$ cat src/rtl/branch_pht_scheduler_pkg.sv
// Shared types for the PHT scheduler: branch outcome, queued update record,
// scheduler state and the 2-bit saturating counter step.
package branch_pht_scheduler_pkg;

    typedef enum logic {
        NOT_TAKEN = 1'b0,
        TAKEN     = 1'b1
    } BranchOutcome;

    localparam int unsigned PHT_MAX_INDEX_BITS = 16;

    typedef struct packed {
        logic [PHT_MAX_INDEX_BITS-1:0] index;
        BranchOutcome                  outcome;
    } pht_update_t;

    typedef enum logic [1:0] {
        IDLE,
        PENDING,
        FORCE
    } pht_sched_state_e;

    function automatic logic [1:0] pht_sat_update(
        input logic [1:0]   cur,
        input BranchOutcome outcome
    );
        logic [1:0] nxt;
        nxt = cur;
        if (outcome == TAKEN) begin
            if (cur != 2'b11) nxt = cur + 2'd1;
        end else begin
            if (cur != 2'b00) nxt = cur - 2'd1;
        end
        return nxt;
    endfunction

endpackage

$ cat src/rtl/branch_pht_scheduler_if.sv
// Decode lookup and execute feedback handshakes of the PHT scheduler.
// master = decode/execute side, slave = scheduler.
interface branch_pht_scheduler_if #(
    parameter int ADDR_WIDTH = 32
);
    import branch_pht_scheduler_pkg::*;

    logic                  i_req_valid;
    logic [ADDR_WIDTH-1:0] i_req_pc;
    logic                  o_req_ready;
    BranchOutcome          o_req_prediction;

    logic                  i_fb_valid;
    logic [ADDR_WIDTH-1:0] i_fb_pc;
    BranchOutcome          i_fb_prediction;
    BranchOutcome          i_fb_outcome;
    logic                  o_fb_ready;

    modport master (
        output i_req_valid, i_req_pc,
        input  o_req_ready, o_req_prediction,
        output i_fb_valid, i_fb_pc, i_fb_prediction, i_fb_outcome,
        input  o_fb_ready
    );

    modport slave (
        input  i_req_valid, i_req_pc,
        output o_req_ready, o_req_prediction,
        input  i_fb_valid, i_fb_pc, i_fb_prediction, i_fb_outcome,
        output o_fb_ready
    );

endinterface

$ cat src/rtl/sync_fifo.sv
// Single-clock circular FIFO with occupancy count; push while full is
// accepted only when a pop frees a slot in the same cycle.
module sync_fifo #(
    parameter int WIDTH = 8,
    parameter int DEPTH = 4
) (
    input  logic                       clk,
    input  logic                       rst_n,
    input  logic                       push,
    input  logic [WIDTH-1:0]           push_data,
    input  logic                       pop,
    output logic [WIDTH-1:0]           pop_data,
    output logic                       full,
    output logic                       empty,
    output logic [$clog2(DEPTH):0]     count
);

    localparam int AW = $clog2(DEPTH);
    localparam int CW = AW + 1;

    logic [WIDTH-1:0] mem_q [DEPTH];
    logic [WIDTH-1:0] mem_d [DEPTH];
    logic [AW-1:0]    wr_q, wr_d;
    logic [AW-1:0]    rd_q, rd_d;
    logic [CW-1:0]    count_q, count_d;
    logic             do_push, do_pop;

    assign full     = (count_q == CW'(DEPTH));
    assign empty    = (count_q == '0);
    assign count    = count_q;
    assign pop_data = mem_q[rd_q];
    assign do_pop   = pop && !empty;
    assign do_push  = push && (!full || do_pop);

    always_comb begin
        mem_d   = mem_q;
        wr_d    = wr_q;
        rd_d    = rd_q;
        count_d = count_q;
        if (do_push) begin
            mem_d[wr_q] = push_data;
            wr_d        = wr_q + AW'(1);
        end
        if (do_pop) begin
            rd_d = rd_q + AW'(1);
        end
        if (do_push && !do_pop) count_d = count_q + CW'(1);
        if (do_pop && !do_push) count_d = count_q - CW'(1);
    end

    always_ff @(posedge clk or negedge rst_n) begin
        if (!rst_n) begin
            for (int i = 0; i < DEPTH; i++) mem_q[i] <= '0;
            wr_q    <= '0;
            rd_q    <= '0;
            count_q <= '0;
        end else begin
            mem_q   <= mem_d;
            wr_q    <= wr_d;
            rd_q    <= rd_d;
            count_q <= count_d;
        end
    end

endmodule

$ cat src/rtl/branch_pht_scheduler.sv
// Single-ported 2-bit PHT shared between decode lookups and queued execute
// feedback; the queue drains on idle cycles and forces a stall when full.
module branch_pht_scheduler
    import branch_pht_scheduler_pkg::*;
#(
    parameter int ADDR_WIDTH = 32,
    parameter int INDEX_BITS = 6,
    parameter int FIFO_DEPTH = 4,
    parameter int CNT_WIDTH  = 16
) (
    input  logic                 clk,
    input  logic                 rst_n,
    branch_pht_scheduler_if.slave bus,
    output logic [CNT_WIDTH-1:0] o_force_drain_cnt,
    output logic [CNT_WIDTH-1:0] o_mispredict_cnt
);

    localparam int PHT_ENTRIES = 1 << INDEX_BITS;
    localparam int CW          = $clog2(FIFO_DEPTH) + 1;
    localparam int UW          = $bits(pht_update_t);

    logic [1:0] pht_q [PHT_ENTRIES];
    logic [1:0] pht_d [PHT_ENTRIES];

    pht_sched_state_e     state_q, state_d;
    logic [CNT_WIDTH-1:0] force_cnt_q, force_cnt_d;
    logic [CNT_WIDTH-1:0] mis_cnt_q, mis_cnt_d;

    logic [INDEX_BITS-1:0] req_idx, fb_idx, head_idx;
    logic                  force_mode, push, pop;
    logic                  fifo_full, fifo_empty;
    logic [CW-1:0]         fifo_count, next_count;
    pht_update_t           push_upd, head;
    logic [UW-1:0]         pop_data;

    assign req_idx    = bus.i_req_pc[INDEX_BITS+1:2];
    assign fb_idx     = bus.i_fb_pc[INDEX_BITS+1:2];
    assign force_mode = (state_q == FORCE);

    // FORCE owns the port; otherwise a lookup beats a pending drain.
    assign pop  = !fifo_empty && (force_mode || !bus.i_req_valid);
    assign push = bus.i_fb_valid && bus.o_fb_ready;

    assign bus.o_req_ready      = !force_mode;
    assign bus.o_fb_ready       = !fifo_full || pop;
    assign bus.o_req_prediction =
        (bus.i_req_valid && !force_mode && pht_q[req_idx][1])
            ? TAKEN : NOT_TAKEN;

    always_comb begin
        push_upd                        = '0;
        push_upd.index[INDEX_BITS-1:0]  = fb_idx;
        push_upd.outcome                = bus.i_fb_outcome;
    end

    assign head     = pop_data;
    assign head_idx = head.index[INDEX_BITS-1:0];

    sync_fifo #(
        .WIDTH (UW),
        .DEPTH (FIFO_DEPTH)
    ) u_fifo (
        .clk       (clk),
        .rst_n     (rst_n),
        .push      (push),
        .push_data (push_upd),
        .pop       (pop),
        .pop_data  (pop_data),
        .full      (fifo_full),
        .empty     (fifo_empty),
        .count     (fifo_count)
    );

    always_comb begin
        pht_d = pht_q;
        if (pop) pht_d[head_idx] = pht_sat_update(pht_q[head_idx], head.outcome);
    end

    always_comb begin
        next_count = fifo_count;
        if (push && !pop) next_count = fifo_count + CW'(1);
        if (pop && !push) next_count = fifo_count - CW'(1);
    end

    always_comb begin
        state_d     = state_q;
        force_cnt_d = force_cnt_q;
        unique case (state_q)
            IDLE: begin
                if (next_count != '0) state_d = PENDING;
            end
            PENDING: begin
                if (next_count == CW'(FIFO_DEPTH)) begin
                    state_d = FORCE;
                    if (force_cnt_q != '1) force_cnt_d = force_cnt_q + CNT_WIDTH'(1);
                end else if (next_count == '0) begin
                    state_d = IDLE;
                end
            end
            FORCE: begin
                if (next_count == '0) state_d = IDLE;
                else if (next_count <= CW'(FIFO_DEPTH / 2)) state_d = PENDING;
            end
            default: state_d = IDLE;
        endcase
    end

    always_comb begin
        mis_cnt_d = mis_cnt_q;
        if (push && (bus.i_fb_prediction != bus.i_fb_outcome) && (mis_cnt_q != '1))
            mis_cnt_d = mis_cnt_q + CNT_WIDTH'(1);
    end

    always_ff @(posedge clk or negedge rst_n) begin
        if (!rst_n) begin
            for (int i = 0; i < PHT_ENTRIES; i++) pht_q[i] <= 2'b10;
            state_q     <= IDLE;
            force_cnt_q <= '0;
            mis_cnt_q   <= '0;
        end else begin
            pht_q       <= pht_d;
            state_q     <= state_d;
            force_cnt_q <= force_cnt_d;
            mis_cnt_q   <= mis_cnt_d;
        end
    end

    assign o_force_drain_cnt = force_cnt_q;
    assign o_mispredict_cnt  = mis_cnt_q;

    logic unused_bits;
    assign unused_bits = ^{bus.i_req_pc[ADDR_WIDTH-1:INDEX_BITS+2], bus.i_req_pc[1:0],
                           bus.i_fb_pc[ADDR_WIDTH-1:INDEX_BITS+2], bus.i_fb_pc[1:0],
                           head.index[PHT_MAX_INDEX_BITS-1:INDEX_BITS]};

endmodule

$ cat src/flat_wrapper.sv
// flat-port wrapper written by rule: the top's interface ports become plain ports
module branch_pht_scheduler_flat import branch_pht_scheduler_pkg::*;
#(
    parameter int ADDR_WIDTH = 32,
    parameter int INDEX_BITS = 6,
    parameter int FIFO_DEPTH = 4,
    parameter int CNT_WIDTH  = 16
)
  (clk, rst_n, o_force_drain_cnt, o_mispredict_cnt, bus_i_req_valid, bus_i_req_pc, bus_o_req_ready, bus_o_req_prediction, bus_i_fb_valid, bus_i_fb_pc, bus_i_fb_prediction, bus_i_fb_outcome, bus_o_fb_ready);
  branch_pht_scheduler_if #(.ADDR_WIDTH(ADDR_WIDTH)) bus_i ();
  input  logic clk;
  input  logic rst_n;
  output logic [CNT_WIDTH-1:0] o_force_drain_cnt;
  output logic [CNT_WIDTH-1:0] o_mispredict_cnt;
  input wire logic [$bits(bus_i.i_req_valid)-1:0] bus_i_req_valid;
  input wire logic [$bits(bus_i.i_req_pc)-1:0] bus_i_req_pc;
  output wire logic [$bits(bus_i.o_req_ready)-1:0] bus_o_req_ready;
  output wire logic [$bits(bus_i.o_req_prediction)-1:0] bus_o_req_prediction;
  input wire logic [$bits(bus_i.i_fb_valid)-1:0] bus_i_fb_valid;
  input wire logic [$bits(bus_i.i_fb_pc)-1:0] bus_i_fb_pc;
  input wire logic [$bits(bus_i.i_fb_prediction)-1:0] bus_i_fb_prediction;
  input wire logic [$bits(bus_i.i_fb_outcome)-1:0] bus_i_fb_outcome;
  output wire logic [$bits(bus_i.o_fb_ready)-1:0] bus_o_fb_ready;
  assign bus_i.i_req_valid = bus_i_req_valid;
  assign bus_i.i_req_pc = bus_i_req_pc;
  assign bus_o_req_ready = bus_i.o_req_ready;
  assign bus_o_req_prediction = bus_i.o_req_prediction;
  assign bus_i.i_fb_valid = bus_i_fb_valid;
  assign bus_i.i_fb_pc = bus_i_fb_pc;
  assign bus_i.i_fb_prediction = bus_i_fb_prediction;
  assign bus_i.i_fb_outcome = bus_i_fb_outcome;
  assign bus_o_fb_ready = bus_i.o_fb_ready;
  branch_pht_scheduler #(.ADDR_WIDTH(ADDR_WIDTH), .INDEX_BITS(INDEX_BITS), .FIFO_DEPTH(FIFO_DEPTH), .CNT_WIDTH(CNT_WIDTH)) u_core (.clk(clk), .rst_n(rst_n), .bus(bus_i), .o_force_drain_cnt(o_force_drain_cnt), .o_mispredict_cnt(o_mispredict_cnt));
endmodule
$ cat config.mk
export PLATFORM = sky130hd
export DESIGN_NAME = branch_pht_scheduler_flat
export DESIGN_NICKNAME = d
export VERILOG_FILES = /design/src/rtl/branch_pht_scheduler_pkg.sv /design/src/rtl/branch_pht_scheduler_if.sv /design/src/rtl/sync_fifo.sv /design/src/rtl/branch_pht_scheduler.sv /design/src/flat_wrapper.sv
export SDC_FILE = /design/constraint.sdc
export NUM_CORES = 1
export LEC_CHECK = 0
export CAP_MARGIN = 15
export CORE_MARGIN = 2
export CORE_UTILIZATION = 45
export DETAILED_ROUTE_END_ITERATION = 7
export PLACE_DENSITY_LB_ADDON = 0.25
export SYNTH_ARGS = -nofsm -noshare
export SYNTH_HDL_FRONTEND = slang
export SYNTH_SLANG_ARGS = --single-unit
export TNS_END_PERCENT = 100
$ cat constraint.sdc
create_clock -name clk -period 5.9 [get_ports clk]
set_clock_uncertainty 0.05 [all_clocks]
set_input_delay 1.18 -clock clk [delete_from_list [all_inputs] [get_ports clk]]
set_output_delay 1.18 -clock clk [all_outputs]
set_load 0.02 [all_outputs]
# ---- Word level (Yosys, flattened, before mapping)
# Index checks and enable logic that the tools add are counted.
dict set report word_totals {
  elab_cells 167
  register_bits 237
  output_inout_bits 35
  rom_bits 0
  ramBits 0
  input_bits 70
  latch_bits 0
  memories 0
}
dict set report op_classes {
  n_eq_ne 11
  n_shift 0
  n_lt_le_gt_ge 7
  n_div 0
  reduce_logical 33
  addsub 8
  n_mux 30
  n_bitwise 4
  multipliers 0
}
# operator count
set op_table {}
lappend op_table {{bitwise mux 128 bit} 1}
lappend op_table {{bitwise mux 68 bit} 1}
lappend op_table {{binary-select mux 17 bit (select 2 bit)} 1}
lappend op_table {{demux 17 bit (select 2 bit)} 1}
lappend op_table {{adder 16 x 1 -> 16 bit, second input constant} 2}
lappend op_table {{!= test 16 bit, second input constant} 2}
lappend op_table {{two-way mux 2 bit} 14}
lappend op_table {{binary-select mux 2 bit (select 6 bit)} 2}
lappend op_table {{two-way mux 17 bit} 1}
lappend op_table {{greater-or-equal comparator 7 bit, second input constant} 2}
lappend op_table {{logical AND 1 bit} 14}
lappend op_table {{two-way mux 7 bit} 2}
lappend op_table {{inverter 6 -> 7 bit} 2}
lappend op_table {{demux 2 bit (select 6 bit)} 1}
lappend op_table {{two-way mux 3 bit} 4}
lappend op_table {{zero test 1 bit} 8}
lappend op_table {{less-than comparator 7 x 1 -> 1 bit, second input constant} 1}
lappend op_table {{adder 2 x 1 -> 2 bit, second input constant} 3}
lappend op_table {{== test 3 bit, second input constant} 2}
lappend op_table {{greater-or-equal comparator 3 bit, second input constant} 2}
lappend op_table {{zero test 3 bit} 2}
lappend op_table {{inverter 2 -> 3 bit} 2}
lappend op_table {{case mux 2 bit (3 select lines)} 1}
lappend op_table {{AND reduction 3 bit} 2}
lappend op_table {{other kinds (17)} 20}

# ---- Logic depth before layout (Yosys ltp)
dict set report depth {
  word_depth 13
  ltp_mapped 14
  depth_no_buf 10
}

# ---- Hierarchy
# A second synthesis with hierarchy kept.
dict set report hier_totals {
  cells_unflattened 1136
  hier_area_um2 12465.7
}
# module area_per_inst_um2 seq_area_each_um2 instances cells_each
set modules_own_cells {}
lappend modules_own_cells {branch_pht_scheduler 9103.7 4134.0 1 934}
lappend modules_own_cells {sync_fifo 3362.0 1876.8 1 202}

# ---- Worst setup path after synthesis
# Ideal clock, no wire load.
dict set report synth_path {
  path_type {input port to output port}
  start {in bus_i_req_pc[2]}
  end {out bus_o_req_prediction}
  required_ns 4.670
  path_slack_ns 0.873
  path_stages 6
  arrival_ns 3.797
  n_path_buf 2
  path_cell_list {clkbuf_1 buf_1 mux4_2 mux4_2 mux4_2 and2_1}
}
dict set report synth_via {
  elab_chain_len 6
}
# element line_no
set synth_rtl {}
lappend synth_rtl {{start: declaration} flat_wrapper.sv:16} ;# input wire logic [$bits(bus_i.i_req_pc)-1:0] bus_i_req_pc;
lappend synth_rtl {{inverter 6 -> 7 bit (implied by the code)} branch_pht_scheduler.sv:47} ;# (bus.i_req_valid && !force_mode && pht_q[req_idx][1])
lappend synth_rtl {{binary-select mux 2 bit (select 6 bit)} branch_pht_scheduler.sv:47}
lappend synth_rtl {{two-way mux 2 bit (implied by the code) (2 in a row)} branch_pht_scheduler.sv:47}
lappend synth_rtl {{logical AND 1 bit} branch_pht_scheduler.sv:47}
lappend synth_rtl {{two-way mux 1 bit} branch_pht_scheduler.sv:48} ;# ? TAKEN : NOT_TAKEN;
lappend synth_rtl {{end: declaration} flat_wrapper.sv:18} ;# output wire logic [$bits(bus_i.o_req_prediction)-1:0] bus_o_req_prediction;
# No other way between the ends. The select of a mux whose other input is x is not followed.

# ---- Worst setup path after layout
# Ends and elaborated chain as after synthesis.

==> impl_metrics.tcl <==
set metrics [dict create \
    status "complete, no violations" \
    hold_path_class "reg2reg" \
    via_per_inst 5.663 \
    nNetsFinal 929 \
    r2r-end "u_core.pht_q[24]$_DFFE_PN0P_" \
    wl_met1_um 10810 \
    dp_hpwl_um 15060 \
    async_flop_share_pct 100.0 \
    reg2regPathDepth 11 \
    num_rows 55 \
    io_pins 105 \
    timing.max_cap.violations 0 \
    die_area_mm2 0.02421 \
    synth-edff-count 0 \
    synth_cell_types 48 \
    synth_area_leaders "dfrtp_1, mux2_2, dfstp_2" \
    reg2reg_slack_ns 1.51 \
    grt_pass1_vias 6761 \
    period_minus_slack_ns 5.332 \
    maxSlewHeadroom_pct 22.78 \
    yosysTopAreaCell "dfrtp_1" \
    ir_worst_vdd_mv 0.7038 \
    critPathArrivalTime_ns 4.10 \
    htreeDepth 4 \
    ys_ff_latch 197 \
    power_mw 7.382 \
    dp_slack_ns 0.5671 \
    synth.most_common_cell "mux2_2" \
    die_h_um 155.6 \
    routedWlPerCell_um 20.00 \
    synth_commonest_cells "mux2_2, dfrtp_1, mux2i_1" \
    setup_viol 0 \
    cts_resized 0 \
    grt_usage_pct 19.81 \
    dr.max_layer_used "met4" \
    fin_ws_ns 0.5683 \
    grt_pass1_wl_um 37090 \
    critPathLaunchType "input pin" \
    path_class "in2out" \
    setup_tns_ns 0 \
    area_delta_synth_final_pct 13.20 \
    syn_area_per_cell_um2 12.82 \
    clock_latency_ns 0.43 \
    ys.flop_type "dfrtp_1" \
    clk_pin_slew_ns 0.07 \
    ant_nets 0 \
    cp_cell_sequence "clkdlybuf4s50_1 > buf_12 > mux4_2 > mux4_2 > mux4_2 > and2_1 > clkdlybuf4s50_1" \
    tightestPinTransition_ns 1.158 \
    core_mm2 0.02257 \
    crit_path_end "bus_o_req_prediction" \
    fin_cells 1147 \
    netlist_instances 807 \
    fmax_mhz 187.6 \
    cts.sinks 197 \
    startpoint "bus_i_req_pc[2]" \
    netlist.area_leader.share_pct 32.18 \
    slew_viol_final 0 \
    cts_tree "yes" \
    post-route-period-util_pct 90.37 \
    cts.path.max_buffers 2 \
    postCtsSetupBuffers 0 \
    vias 6495 \
    crit_fanout 16 \
    r2r-start "u_core.u_fifo.rd_q[0]$_DFFE_PN0P_" \
    yosysWarningCount 0 \
    grt-ovfl-total 0 \
    antenna_found_initial 1 \
    die_w_um 155.6 \
    syn_nets 887 \
    wl_met2_um 10780 \
    cpMaxStageDelayCell "mux4_2" \
    cp.required_ns 4.67 \
    antennaDiodeCount 0 \
    leakagePower_nw 5.034 \
    critPathMaxStageDelay_ns 0.53 \
    finalHoldViolCount 0 \
    met3WireLength_um 1003 \
    synthesis.area_mm2 0.01034 \
    drt_wl_total_um 22950 \
    grt_max_degree 103 \
    port_buffers 52 \
    end_kind "primary output" \
    drc_errors 0 \
    nFillCells 1987 \
    clockRootBuffer "clkbuf_16" \
    gp_congestion 0.7831 \
    ctsHoldBuffers 0 \
    layout-drive-gt1-share_pct 35.96 \
    rsz0062_at_grt "false" \
    synth-seq-area-share_pct 48.44 \
    p_per_area_mw_per_mm2 630.5 \
    drt_iter0_markers 353 \
    initial_core_util_pct 45.82 \
    dpl.cell_count 1114 \
    dr.pass1.iters 4 \
    crit_top_cell "mux4_2" \
    cts_buffers 17 \
]
power by group:
group / switching [mW] / total, mW / internal [mW]
clock network: 0.568 / 1.17 / 0.605
registers: 0.301 / 2.18 / 1.88
logic: 2.42 / 4.03 / 1.61
total: 3.29 / 7.38 / 4.09
metrics by stage:
step	cell area, µm²	hold WS (ns)	util, %
after floorplan	10340	0.4239	-
after global placement	11090	0.4292	49.14
after global routing	11710	0.4659	51.87
after detailed placement	11090	0.4301	49.14
final	11710	0.4406	51.87
after CTS	11690	0.4470	51.78
worst min path at each step:
| stage | depth (start not counted) | end | startpoint |
|---|---|---|---|
| floorplan | 1 | u_core.u_fifo.mem_q[17]$_DFFE_PN0P_ | u_core.u_fifo.mem_q[17]$_DFFE_PN0P_ |
| global placement | 1 | u_core.o_mispredict_cnt[4]$_DFFE_PN0P_ | u_core.o_mispredict_cnt[4]$_DFFE_PN0P_ |
| detailed placement | 1 | u_core.o_mispredict_cnt[15]$_DFFE_PN0P_ | u_core.o_mispredict_cnt[15]$_DFFE_PN0P_ |
| CTS | 1 | u_core.o_mispredict_cnt[15]$_DFFE_PN0P_ | u_core.o_mispredict_cnt[15]$_DFFE_PN0P_ |
| global route | 1 | u_core.pht_q[56]$_DFFE_PN0P_ | u_core.pht_q[56]$_DFFE_PN0P_ |
| finish | 1 | u_core.o_mispredict_cnt[15]$_DFFE_PN0P_ | u_core.o_mispredict_cnt[15]$_DFFE_PN0P_ |
worst max-delay path, delay by kind of cell:
family                 cells  cell delay, ns
AND/OR/NAND/NOR            1            0.16
multiplexers               3            1.50
buffers and inverters      3            1.24
metal layers:
layer  up-vias  GRT usage (%)
li1       3020              -
met5         -              0
met4         0          5.374
met3        26          3.861
met2       152          31.18
met1      3297          28.21
registers in the layout, indices dropped and copies added, names as in the netlist:
signal                    flops
u_core.pht_q                128
u_core.u_fifo.mem_q          28
u_core.o_force_drain_cnt     16
u_core.o_mispredict_cnt      16
u_core.u_fifo.count           3
u_core.state_q                2
u_core.u_fifo.rd_q            2
u_core.u_fifo.wr_q            2
final cells by class:
type | instances | area [µm²] | share of cell area, %
clock buffer | 17 | 425.4 | 3.634
timing repair buffer | 68 | 681.9 | 5.825
sequential | 197 | 5010 | 42.79
inverter | 11 | 41.29 | 0.3527
tap | 285 | 356.6 | 3.046
clock inverter | 15 | 171.4 | 1.464
multi-input combinational | 554 | 5021 | 42.89
cell usage in the layout (no fill, tap or decap), types with 7 or more instances in the layout:
cell type        count
clkdlybuf4s50_1     51
buf_4               13
ha_1                10
o22ai_1              7
inv_1               11
mux4_2              32
nor3_1               9
nand2b_1            10
nor2_1              67
nand4_1              9
mux2_2             160
xnor2_1             23
nand2_1             51
mux2i_1             80
xor2_1              14
and3_1               9
clkbuf_16           17
dfrtp_1            133
dfstp_2             64
nand3_1             15
cells by family after synthesis:
family	count (synthesis)	synth area share, %
muxes	275	32.56
DFF	197	48.44
and+or+nand+nor	194	8.698
buffers and inverters	56	3.121
xor gates and xnor gates	37	3.133
AOI/OAI and AO/OA	36	2.625
adders and majority gates	12	1.428
No activity file was read; power rests on OpenSTA's default activity.
